[src/rtl/proc_io_dispatch.sv]
// Processor I/O dispatcher: 4-entry in-order request FIFO routed to ETH/PPU/ACC ports.
// Optional saturating drop counter enabled by IO_DISPATCH_DROP_CNT_EN.
module proc_io_dispatch (
  input  logic        clk,
  input  logic        rst_n,
  input  logic        snd,
  input  logic        ppu_send,
  input  logic        uad,
  input  logic        sac,
  input  logic [31:0] interface_data,
  output logic        eth_valid,
  input  logic        eth_ready,
  output logic [31:0] eth_data,
  output logic        ppu_valid,
  input  logic        ppu_ready,
  output logic [31:0] ppu_data,
  output logic        acc_valid,
  input  logic        acc_ready,
  output logic [31:0] acc_data,
  output logic        acc_op,
  output logic [2:0]  fifo_count,
  output logic        full,
  output logic        overflow,
  output logic        multi_err,
  input  logic        err_clr,
  output logic [7:0]  drop_count
);

  localparam int unsigned DATA_W = 32;
  localparam int unsigned DEPTH  = 4;
  localparam int unsigned PTR_W  = 2;
  localparam int unsigned CNT_W  = 3;
  localparam int unsigned DROP_W = 8;

  typedef enum logic [1:0] {
    DST_ETH = 2'd0,
    DST_PPU = 2'd1,
    DST_UAD = 2'd2,
    DST_SAC = 2'd3
  } dst_e;

  typedef struct packed {
    dst_e              dst;
    logic [DATA_W-1:0] data;
  } entry_t;

  entry_t            mem_q [DEPTH];
  logic [PTR_W-1:0]  rd_ptr_q, rd_ptr_d;
  logic [PTR_W-1:0]  wr_ptr_q, wr_ptr_d;
  logic [CNT_W-1:0]  count_q, count_d;
  logic              overflow_q, overflow_d;
  logic              multi_q, multi_d;

  entry_t            head;
  dst_e              push_dst;
  logic [CNT_W-1:0]  n_strobe;
  logic              push_req;
  logic              push_ok;
  logic              pop;
  logic              not_empty;
  logic              is_full;
  logic              head_ready;

  // Request decode: fixed priority snd > ppu_send > uad > sac
  always_comb begin
    push_dst = DST_SAC;
    n_strobe = CNT_W'(snd) + CNT_W'(ppu_send) + CNT_W'(uad) + CNT_W'(sac);
    push_req = snd | ppu_send | uad | sac;
    if (snd)           push_dst = DST_ETH;
    else if (ppu_send) push_dst = DST_PPU;
    else if (uad)      push_dst = DST_UAD;
  end

  // Head routing and pop/push qualification
  always_comb begin
    head       = mem_q[rd_ptr_q];
    not_empty  = (count_q != '0);
    is_full    = (count_q == CNT_W'(DEPTH));
    head_ready = 1'b0;
    case (head.dst)
      DST_ETH: head_ready = eth_ready;
      DST_PPU: head_ready = ppu_ready;
      default: head_ready = acc_ready;
    endcase
    pop     = not_empty & head_ready;
    push_ok = push_req & (~is_full | pop);
  end

  // Next-state for pointers, occupancy and sticky flags
  always_comb begin
    rd_ptr_d   = rd_ptr_q;
    wr_ptr_d   = wr_ptr_q;
    count_d    = count_q;
    overflow_d = overflow_q;
    multi_d    = multi_q;
    if (pop)     rd_ptr_d = rd_ptr_q + PTR_W'(1);
    if (push_ok) wr_ptr_d = wr_ptr_q + PTR_W'(1);
    if (push_ok && !pop)      count_d = count_q + CNT_W'(1);
    else if (!push_ok && pop) count_d = count_q - CNT_W'(1);
    if (push_req && !push_ok) overflow_d = 1'b1;
    if (n_strobe > CNT_W'(1)) multi_d = 1'b1;
    if (err_clr) begin
      overflow_d = 1'b0;
      multi_d    = 1'b0;
    end
  end

  always_ff @(posedge clk) begin
    if (!rst_n) begin
      rd_ptr_q   <= '0;
      wr_ptr_q   <= '0;
      count_q    <= '0;
      overflow_q <= 1'b0;
      multi_q    <= 1'b0;
      for (int i = 0; i < DEPTH; i++) mem_q[i] <= '0;
    end else begin
      rd_ptr_q   <= rd_ptr_d;
      wr_ptr_q   <= wr_ptr_d;
      count_q    <= count_d;
      overflow_q <= overflow_d;
      multi_q    <= multi_d;
      if (push_ok) mem_q[wr_ptr_q] <= '{dst: push_dst, data: interface_data};
    end
  end

  // Only the head's destination port sees valid/data; the rest are zeroed
  always_comb begin
    eth_valid = not_empty && (head.dst == DST_ETH);
    ppu_valid = not_empty && (head.dst == DST_PPU);
    acc_valid = not_empty && ((head.dst == DST_UAD) || (head.dst == DST_SAC));
    eth_data  = eth_valid ? head.data : '0;
    ppu_data  = ppu_valid ? head.data : '0;
    acc_data  = acc_valid ? head.data : '0;
    acc_op    = acc_valid && (head.dst == DST_SAC);
  end

  assign fifo_count = count_q;
  assign full       = is_full;
  assign overflow   = overflow_q;
  assign multi_err  = multi_q;

`ifdef IO_DISPATCH_DROP_CNT_EN
  logic [DROP_W-1:0] drop_q, drop_d;
  logic [CNT_W-1:0]  n_drop;
  logic [DROP_W:0]   drop_sum;

  // A rejected push loses every strobe; an accepted one loses only the losers
  always_comb begin
    n_drop   = push_ok ? (n_strobe - CNT_W'(1)) : n_strobe;
    drop_sum = (DROP_W+1)'(drop_q) + (DROP_W+1)'(n_drop);
    drop_d   = drop_sum[DROP_W] ? {DROP_W{1'b1}} : drop_sum[DROP_W-1:0];
    if (err_clr) drop_d = '0;
  end

  always_ff @(posedge clk) begin
    if (!rst_n) drop_q <= '0;
    else        drop_q <= drop_d;
  end

  assign drop_count = drop_q;
`else
  assign drop_count = '0;
`endif

endmodule

[config.mk]
export PLATFORM = sky130hd
export DESIGN_NAME = proc_io_dispatch
export DESIGN_NICKNAME = d
export VERILOG_FILES = /design/src/rtl/proc_io_dispatch.sv
export SDC_FILE = /design/constraint.sdc
export NUM_CORES = 1
export LEC_CHECK = 0
export CAP_MARGIN = 40
export CORE_MARGIN = 3
export CORE_UTILIZATION = 51
export DETAILED_ROUTE_END_ITERATION = 8
export PLACE_DENSITY = 0.81
export REMOVE_ABC_BUFFERS = 1
export SLEW_MARGIN = 30
export SYNTH_ARGS = -nofsm -noshare
export SYNTH_HDL_FRONTEND = slang
export SYNTH_SLANG_ARGS = --single-unit
export TNS_END_PERCENT = 5
[constraint.sdc]
create_clock -name clk -period 5 [get_ports clk]
set_input_delay 0.75 -clock clk [delete_from_list [all_inputs] [get_ports clk]]
set_output_delay 0.75 -clock clk [all_outputs]
set_load 0.005 [all_outputs]
; Yosys cells after proc, flatten, opt, wreduce, memory -nomap -nowiden
; Memory sizes are Yosys's and may differ from the RTL's. A register that Yosys moved wholly into a read port is not among the register bits.
; Index checks and enable logic that the tools add are counted.
; Widths: inputs -> output; s select.
[word_totals]
register_bits = 9
latchBits = 0
ramBits = 136
rom_bits = 0
input_bits = 42
out_inout_bits = 114
elab_cells = 59
n_memories = 1
[op_classes]
addsub = 7
n_mul = 0
div = 0
magnitude_cmp = 1
eq_ne = 4
shift = 0
muxes = 18
n_bitwise = 8
reduce_logical = 15
[mem_list]
columns = memory, words, width, read_ports, rd_clocked_by_memory_dff, write_ports, line_no
row1 = mem_q, 4, 34, 1, 1, 4, 47  ; entry_t mem_q [DEPTH];
[op_table]
columns = operator, count
row1 = $mux 32, 3
row2 = $mux 34, 1
row3 = $reduce_or 34->1, 1
row4 = $mux 2, 5
row5 = $logic_and 1x1->1, 7
row6 = $mux 1, 6
row7 = $mux 3, 2
row8 = $add 2x1->2 const B, 2
row9 = $eq 2x2->1 const B, 2
row10 = $or 1x1->1, 4
row11 = $add 2x1->3, 1
row12 = $add 3x1->3, 1
row13 = $add 3x1->3 const B, 1
row14 = $eq 3x3->1 const B, 1
row15 = $gt 3x1->1 const B, 1
row16 = $reduce_bool 3->1, 1
row17 = $sub 3x1->3 const B, 1
row18 = $add 1x1->2, 1
row19 = $and 1x1->1, 2
row20 = $eq 2x1->1 const B, 1
row21 = $logic_not 1->1, 2
row22 = $logic_not 2->1, 1
row23 = $not 1->1, 2
row24 = $pmux 1 s2, 1
row25 = 3 further kinds, 3

; Logic depth before layout (Yosys ltp)
; Gate-level depths: netlist (run 1).
[logic_depth]
word_depth = 10
ltp_mapped = 12
depth_no_buf = 11

; Least setup slack after synthesis (run 1)
; No wires, ideal clock.
[synth_path]
kind = register -> register
startpoint = register (tool-made name)
endpoint = memory mem_q[3][0] (netlist name) (enable)
setup_ns = 0.472
t_arrival_ns = 4.114
required_time_ns = 4.528
setup_slack_ns = 0.414
path_stages_with_launch = 7
path_buffers = 1
synth_period_minus_slack_ns = 4.586
path_cell_list = dfxtp_1 > buf_6 > mux4_2 > mux2i_1 > o211ai_4 > nand2_2 > o21ai_0
[synth_rtl]
columns = item, line_no
row1 = end: declaration, 47

==> Implementation_results.wiki, run 1 <==
{| class="wikitable"
! Metric !! Value
|-
| Status || finished clean
|-
| Post-CTS setup buffers || 0
|-
| Static leakage || approximately 0.0034 uW
|-
| Place WS || around 1300 ps
|-
| Clock tree skew after final layout || 8.35 ps
|-
| Placed Instance Area || around 8600 um^2
|-
| Clk pwr share || 27.4%
|-
| Proportion of synthesized flip-flops having asynchronous set or reset || 0%
|-
| Upper clock frequency limit || 243 MHz
|-
| Pin count of the biggest net entering global routing || 37
|-
| Antenna Violating Nets Remaining || 0
|-
| Layout Cell Area excl Fill || 9260 um^2
|-
| Cell count after synthesis || approximately 550
|-
| Top-level I/O count || around 160
|-
| Fraction of layout cells with a size suffix above 1 || 13.3%
|-
| Num CTS Buffers || 17
|-
| Average detailed-routed wire length per instance || slightly below 20 um
|-
| Top cell type's share of synthesized area || ~58%
|-
| Overall track demand over capacity in global routing || between 20% and 30%
|-
| Post-synthesis cell area || 7020 um^2
|-
| Resized cells post-CTS || 0
|-
| Total of max-cap violations || 0
|-
| Switching part of the total || between 30% and 40%
|-
| Clock slew at the register clock pins of the worst setup and hold paths || around 60 ps
|-
| Vertical die dimension || 123 um
|-
| Diode insertion count for antenna repair || 0
|-
| Clock Latency Late Sink || 420 ps
|-
| Number of clock sinks || roughly 150
|-
| Count of hold buffers inserted by post-cts repair || 0
|-
| Count of flip-flops with a built-in enable after synthesis || between 100 and 150
|-
| Fraction of synthesized cell area in xor and xnor cells || less than 1%
|-
| Arrival time worst endpoint || around 3400 ps
|-
| Yosys warning count || 0
|-
| Fraction of the mapped netlist area in simple logic gates || about a fifth
|-
| Number of port buffers || approximately 150
|-
| DR vias/cell || approximately 5.4
|-
| Pins over their slew limit || 0
|-
| Overall via count from detail_route || roughly 4.8k
|-
| Top_reg_cell synth || sky130_fd_sc_hd__edfxtp_1
|-
| Synthesis-to-layout area growth || 31.8%
|-
| Maximum fanout along the worst path || 20
|-
| Unrepaired setup endpoints after global routing || false
|-
| Average instance area after synthesis || approximately 13 um^2
|-
| GRT overflow || 0
|-
| H-Tree Depth || 4
|-
| Register bit count reported by yosys || between 100 and 150
|-
| Router iterations before antenna repair || 5
|-
| Transition time at the pin with the least slew margin || approximately 740 ps
|-
| Critical path launch point type || flip-flop
|-
| WP data required || 4250 ps
|-
| Most frequently used cell type in the post-synthesis netlist || sky130_fd_sc_hd__nor2_1
|-
| Horizontal die dimension || around 120 um
|-
| Final critical-path required period || between 4000 and 5000 ps
|-
| Most used standard cells in the synthesized netlist || sky130_fd_sc_hd__nor2_1 (138), sky130_fd_sc_hd__edfxtp_1 (136), sky130_fd_sc_hd__and2_1 (68), sky130_fd_sc_hd__nand2_1 (40), sky130_fd_sc_hd__nor2b_1 (35)
|-
| Final setup slack of the worst path || between 800 and 900 ps
|-
| Starting utilization of the core area || 52.6%
|-
| Cell area power density || 486 nW/um^2
|-
| Net switching power figure || ~1400 uW
|-
| Global-route wire length before repair || 26,400 um
|-
| Peak supply drop || around 270 uV
|-
| Core footprint || roughly 13,000 um^2
|-
| Post-Route WL || roughly 17,000 um
|-
| Routability-driven placement congestion ratio || 0.779
|-
| Synthesized-area fraction occupied by adder cells || less than 1%
|-
| Hold slack || slightly below 500 ps
|-
| Main area contributors after synthesis || sky130_fd_sc_hd__edfxtp_1 (58%), sky130_fd_sc_hd__mux4_2 (11%), sky130_fd_sc_hd__nor2_1 (7.4%)
|-
| Drc violations || 0
|-
| Worst max-slew margin expressed relative to the limit || between 50% and 60%
|-
| Via count of the first global-routing pass || 4,780
|-
| Cell taking the most area after synthesis || sky130_fd_sc_hd__edfxtp_1
|-
| Type of the worst min-delay path || reg -> reg
|-
| Fraction of the mapped netlist area in compound gates || ~1.7%
|-
| Fin crit share || approximately 82%
|-
| TritonCTS clock tree || yes
|-
| Number of hold-slack violations in the final timing report || 0
|-
| Internal power of the cells || 3150 uW
|-
| Endpoints failing setup || 0
|-
| Portion of netlist area occupied by mux cells || around 11%
|-
| Number of antenna violations at the first check in global routing || 0
|-
| Gate power share || between 30% and 40%
|-
| Number of placement rows || 42
|-
| Die outline area || around 15,000 um^2
|-
| Distinct cell type count after synthesis || 42
|-
| Seq/Total Area, Yosys || between 60 and 70%
|-
| Total chip power || around 4500 uW
|-
| Dominant combinational cell family by area after synthesis || simple AND/OR/NAND/NOR gates
|-
| CTS Root Buffer Type || sky130_fd_sc_hd__clkbuf_16
|-
| Part of the total power dissipated in sequential elements || 38.3%
|-
| Max Root-Sink Buffers || 2
|-
| Worst Path Class, Setup || reg -> out
|-
| Layout net count || around 740
|-
| Hpwl dp || about 11,000 um
|-
| Critical Path Sink Type || output port
|-
| Number of violations reported at the end of detailed-routing iteration 0 || roughly 370
|}
## cells by family (layout without fill, tap and decap cells)
| family | count (synthesis) | count (layout) |
|---|---|---|
| and+or+nand+nor | 293 | 293 |
| adders and majority gates | 4 | 4 |
| muxes | 37 | 37 |
| buffers and inverters | 51 | 201 |
| other | 1 | 8 |
| DFF | 147 | 147 |
| xor gates and xnor gates | 3 | 3 |
| AOI/OAI and AO/OA | 15 | 15 |
## cells in the final DEF, fill, tap and decap left out, types with 2 or more instances in the layout
| master | count |
|---|---|
| sky130_fd_sc_hd__clkinvlp_4 | 6 |
| sky130_fd_sc_hd__buf_16 | 3 |
| sky130_fd_sc_hd__clkbuf_16 | 17 |
| sky130_fd_sc_hd__nand2_2 | 4 |
| sky130_fd_sc_hd__inv_1 | 9 |
| sky130_fd_sc_hd__nand2b_1 | 2 |
| sky130_fd_sc_hd__nor2_1 | 138 |
| sky130_fd_sc_hd__ha_1 | 2 |
| sky130_fd_sc_hd__mux2i_1 | 2 |
| sky130_fd_sc_hd__edfxtp_1 | 136 |
| sky130_fd_sc_hd__mux4_2 | 34 |
| sky130_fd_sc_hd__fa_1 | 2 |
| sky130_fd_sc_hd__buf_4 | 10 |
| sky130_fd_sc_hd__dfxtp_2 | 2 |
| sky130_fd_sc_hd__clkdlybuf4s50_1 | 146 |
| sky130_fd_sc_hd__nor2b_1 | 35 |
| sky130_fd_sc_hd__a21oi_1 | 2 |
| sky130_fd_sc_hd__clkinv_2 | 3 |
| sky130_fd_sc_hd__xnor2_1 | 2 |
| sky130_fd_sc_hd__o211ai_1 | 2 |
| sky130_fd_sc_hd__conb_1 | 8 |
| sky130_fd_sc_hd__nand2_1 | 37 |
| sky130_fd_sc_hd__bufinv_16 | 2 |
| sky130_fd_sc_hd__clkinv_4 | 2 |
| sky130_fd_sc_hd__and2_1 | 68 |
| sky130_fd_sc_hd__dfxtp_1 | 9 |
## metrics by stage
step	TNS [ps]	cells	utilization, %
after floorplan	-37900	516	-
after global placement	0	849	64.4
after CTS	0	882	69.0
final	0	884	69.4
after detailed placement	0	850	64.6
after global routing	0	884	69.4
## final timing paths
| path | startpoint | to | slack [ps] | cells past startpoint |
|---|---|---|---|---|
| max | flip-flop | ppu_data[14] | 890 | 5 |
| min | overflow$_SDFFE_PP0P_ | overflow$_SDFFE_PP0P_ | 480 | 1 |
| max reg2reg | flip-flop | fifo_count[2]$_SDFFE_PN0P_ | 1300 | 11 |
| min reg2reg | overflow$_SDFFE_PP0P_ | overflow$_SDFFE_PP0P_ | 480 | 1 |
## critical path, stage by stage (launching register included)
cell and delay [ps]:
sky130_fd_sc_hd__dfxtp_2 590, sky130_fd_sc_hd__mux4_2 700, sky130_fd_sc_hd__nor3b_4 590, sky130_fd_sc_hd__buf_4 360
sky130_fd_sc_hd__and2_1 170, sky130_fd_sc_hd__clkdlybuf4s50_1 520
## routing by layer
| metal | routed length (um) | global-route usage [%] | up-vias |
|---|---|---|---|
| met1 | 6400 | 29.0 | 2313 |
| met5 | 0 | 0 | - |
| met3 | 1260 | 5.31 | 38 |
| li1 | - | - | 2176 |
| met2 | 9090 | 40.7 | 228 |
| met4 | 373 | 7.27 | 0 |
## power by group through the flow
stage	Sequential [uW]	Combinational (uW)	Clock, uW
finish	1720	1540	1230
global route	1750	1680	1290
CTS	1730	1550	1240
detailed placement	1750	1540	0
global placement	1730	1470	0
floorplan	1740	769	0
## layout make-up
type | instances | area, um^2
clock buffers | 19 | 443
clock inverters | 13 | 138
fillers | 881 | 4090
inverters | 9 | 33.8
multi-input cells | 360 | 2500
flip-flops and latches | 147 | 4310
well taps | 176 | 220
repair buffers | 160 | 1620
## registers in the layout, summed over array words and instances (netlist names), named ones only
register,flops
rd_ptr_q,2
overflow,1
mem_q,136
fifo_count,3
multi_err,1
wr_ptr_q,2
No activity file was read; power rests on OpenSTA's default activity.
==> run 2: changes to the inputs <==
--- a/config.mk
+++ b/config.mk
@@ -7,9 +7,9 @@
 export LEC_CHECK = 0
 export CAP_MARGIN = 40
 export CORE_MARGIN = 3
-export CORE_UTILIZATION = 51
+export CORE_UTILIZATION = 46
 export DETAILED_ROUTE_END_ITERATION = 8
-export PLACE_DENSITY = 0.81
+export PLACE_DENSITY = 0.77
 export REMOVE_ABC_BUFFERS = 1
 export SLEW_MARGIN = 30
 export SYNTH_ARGS = -nofsm -noshare
==> constraint.sdc (replaced) <==
create_clock -name clk -period 3.71 [get_ports clk]
set_input_delay 0.5565 -clock clk [delete_from_list [all_inputs] [get_ports clk]]
set_output_delay 0.5565 -clock clk [all_outputs]
set_load 0.005 [all_outputs]
==> run 2 against run 1 <==
Utilization shrank 6.6 points. Via count fell by 1.4%. Count of clock-buffer cells in the layout is 1 lower. Cell area hardly changed. Sequential power grew 34%. Clock power up 33%. Global-route usage is 3.3 points lower. Cell count is 1.6% higher. Routed wire length down 4.7%. Non-clock buffer count increased by 6.
==> Implementation_results.wiki, run 2 (synthesis results as in run 1) <==
{| class="wikitable"
! Metric !! Value
|-
| Number of buffers and inverters on the critical path || 2 (unchanged)
|-
| Starting utilization of the core area || 47.6% (-5.0 points)
|-
| Cell count of the worst hold path || 1 (unchanged)
|-
| Largest stage delay, worst path || 700 ps (about the same)
|-
| Final Util || 62.8% (-6.6 points)
|-
| Area of all sequential standard cells || 4310 um^2 (unchanged)
|-
| Type of the worst min-delay path || reg -> reg
|-
| TritonCTS clock tree || yes
|-
| Count of hold buffers inserted by post-cts repair || 0 (unchanged)
|-
| Number of antenna violations at the first check in global routing || 0 (unchanged)
|-
| Resized cells post-CTS || 0 (unchanged)
|-
| Average detailed-routed wire length per instance || 18.2 um (-6.1%)
|-
| Core footprint || 14,800 um^2 (+11%)
|-
| FILL cells || 1,121 (+27%)
|-
| Maximum fanout along the worst path || 17 (-15%)
|-
| Number of hold-slack violations in the final timing report || 0 (unchanged)
|-
| Pins over their slew limit || 0 (unchanged)
|-
| Post-CTS setup buffers || 0 (unchanged)
|-
| Top library cells by usage in the layout, fill and taps aside || sky130_fd_sc_hd__clkdlybuf4s50_1 (146), sky130_fd_sc_hd__nor2_1 (138), sky130_fd_sc_hd__edfxtp_1 (136)
|-
| Post-Route WL || 16,300 um (-4.7%)
|-
| WP data required || 3150 ps (-1100 ps)
|-
| Hold path endpoint || overflow$_SDFFE_PP0P_
|-
| DR vias/cell || 5.22 (-2.9%)
|-
| Clock Latency Late Sink || 410 ps (about the same)
|-
| Num CTS Buffers || 17 (unchanged)
|-
| Horizontal die dimension || 130 um (+5.0%)
|-
| Max FFs per register || 136 (unchanged)
|-
| Global-route wire length before repair || 25,400 um (-3.5%)
|-
| Diode insertion count for antenna repair || 0 (unchanged)
|-
| Worst reg2reg path endpoint || fifo_count[2]$_SDFFE_PN0P_
|-
| Synthesis-to-layout area growth || 32.0% (about the same)
|-
| Transition time at the pin with the least slew margin || 595 ps (-148 ps)
|-
| Via count of the first global-routing pass || 4,815 (+0.73%)
|-
| Arrival time worst endpoint || 2890 ps (-470 ps)
|-
| Placed Instance Area || 8700 um^2 (+0.90%)
|-
| Drc violations || 0 (unchanged)
|-
| Area of the multi-input gates || 2500 um^2 (+0.10%)
|-
| Router iterations before antenna repair || 5 (unchanged)
|-
| Highest-delay cell along the critical path || sky130_fd_sc_hd__mux4_2
|-
| Hpwl dp || 10,400 um (-4.8%)
|-
| Gate family responsible for the most delay along the worst path || buffers and inverters
|-
| Final critical-path required period || roughly 3400 ps
|-
| Critical path, cell by cell || mux4_2 -> nand2b_2 -> buf_4 -> nor2b_1 -> clkdlybuf4s50_1
|-
| Total of max-cap violations || 0 (unchanged)
|-
| Most frequent standard cell in the layout excluding fill and tap cells || sky130_fd_sc_hd__clkdlybuf4s50_1
|-
| CTS Root Buffer Type || sky130_fd_sc_hd__clkbuf_16
|-
| Critical Path Sink Type || output port
|-
| Startpoint of the worst hold path || overflow$_SDFFE_PP0P_
|-
| Vertical die dimension || 130 um (+5.0%)
|-
| Worst Path Class, Setup || reg -> out
|-
| Die outline area || 16,800 um^2 (+10%)
|-
| Number of port buffers || 147 (unchanged)
|-
| Upper clock frequency limit || 290 MHz
|-
| Unrepaired setup endpoints after global routing || false
|-
| Peak supply drop || 398 uV (+47%)
|-
| GRT overflow || 0 (unchanged)
|-
| Reg-to-reg slack, setup || 380 ps (-920 ps)
|-
| Pin count of the biggest net entering global routing || 44 (+19%)
|-
| Length in cells of the worst reg-to-reg path || 11 (unchanged)
|-
| Clock tree skew after final layout || 10.3 ps (+1.98 ps)
|-
| Worst max-slew margin expressed relative to the limit || 60.2% (+10 points)
|-
| Fin crit share || between 90% and 100%
|-
| Number of violations reported at the end of detailed-routing iteration 0 || 426 (+15%)
|-
| Fraction of layout cells with a size suffix above 1 || 13.9% (+0.59 points)
|-
| Top-level I/O count || 156 (unchanged)
|-
| Max Root-Sink Buffers || 2 (unchanged)
|-
| Number of placed instances with taps included || 866 (+1.9%)
|-
| Status || finished clean
|-
| Overall via count from detail_route || 4,688 (-1.4%)
|-
| Static leakage || 0.00341 uW (+0.30%)
|-
| Number of clock sinks || 147 (unchanged)
|-
| Endpoints failing setup || 0 (unchanged)
|-
| Routability-driven placement congestion ratio || 0.755 (-3.2%)
|-
| Overall track demand over capacity in global routing || 20.0% (-3.3 points)
|-
| Antenna Violating Nets Remaining || 0 (unchanged)
|-
| Clock slew at the register clock pins of the worst setup and hold paths || 60 ps (about the same)
|-
| Critical path launch point type || flip-flop
|-
| Layout net count || 747 (+0.81%)
|-
| Layout Cell Area excl Fill || 9270 um^2 (about the same)
|-
| Reg with most FFs || mem_q
|-
| Cell area power density || 651 nW/um^2 (+34%)
|-
| Non-Filler Instances || 898 (+1.6%)
|-
| Number of placement rows || 44 (+4.8%)
|-
| H-Tree Depth || 4 (unchanged)
|}
[run 2: cell count changes in the layout (fill, tap and decap cells not counted), sizes merged]
cell,before,now
clkinvlp,6,5
inv,9,11
buf,14,20
clkbuf,19,18
[run 2: worst max-delay path by stage]
stage,start,end,cells past startpoint
floorplan,flip-flop,mem_q[3][0]$_DFFE_PP_,5
global placement,flip-flop,fifo_count[2]$_SDFFE_PN0P_,11
detailed placement,flip-flop,fifo_count[2]$_SDFFE_PN0P_,11
CTS,flip-flop,acc_data[3],5
global route,flip-flop,fifo_count[2]$_SDFFE_PN0P_,11
finish,flip-flop,acc_data[3],5
[run 2: cell type report]
cell class	instances	area share, %
Timing Repair Buffer	166	17.6
Clock buffer	18	4.63
Clock inverter	14	1.48
Tap cell	184	2.48
Sequential cell	147	46.5
Multi-Input combinational cell	360	27.0
Inverter	9	0.364
[run 2: per-layer routing]
| layer | global-route usage, % | wire, um |
|---|---|---|
| met1 | 25.1 | 6330 |
| met2 | 34.7 | 8450 |
| met3 | 4.08 | 1200 |
| met4 | 7.15 | 339 |
| met5 | 0 | 0 |
[run 2: power by group]
group	switching [uW]	internal (uW)	total [uW]	leakage (uW)
clock	644	984	1630	0.000264
sequential	123	2180	2300	0.00153
combinational	1030	1080	2110	0.00161
total	1800	4240	6040	0.00341
[run 2: worst reg2reg max path, delay by kind of cell, from the launching register on]
family	cells	cell delay, ps
AO/OA/AOI/OAI	2	540
adder cells (fa/ha/maj)	2	560
flip-flops	1	540
buffers and inverters	2	170
multiplexers	2	830
XOR/XNOR	1	180
AND/OR/NAND/NOR	2	450
[run 2: metrics by stage]
step / setup TNS [ps] / hold WS, ps / worst slack, ps / power [uW]
2_1_floorplan: -179750 / 464 / -2400 / 3390
4_1_cts: 0 / 491 / 207 / 6100
3_5_place_dp: 0 / 467 / 371 / 4460
6_report: 0 / 486 / 260 / 6040
5_1_grt: 0 / 518 / 94.8 / 6360
3_3_place_gp: 0 / 455 / 501 / 4390
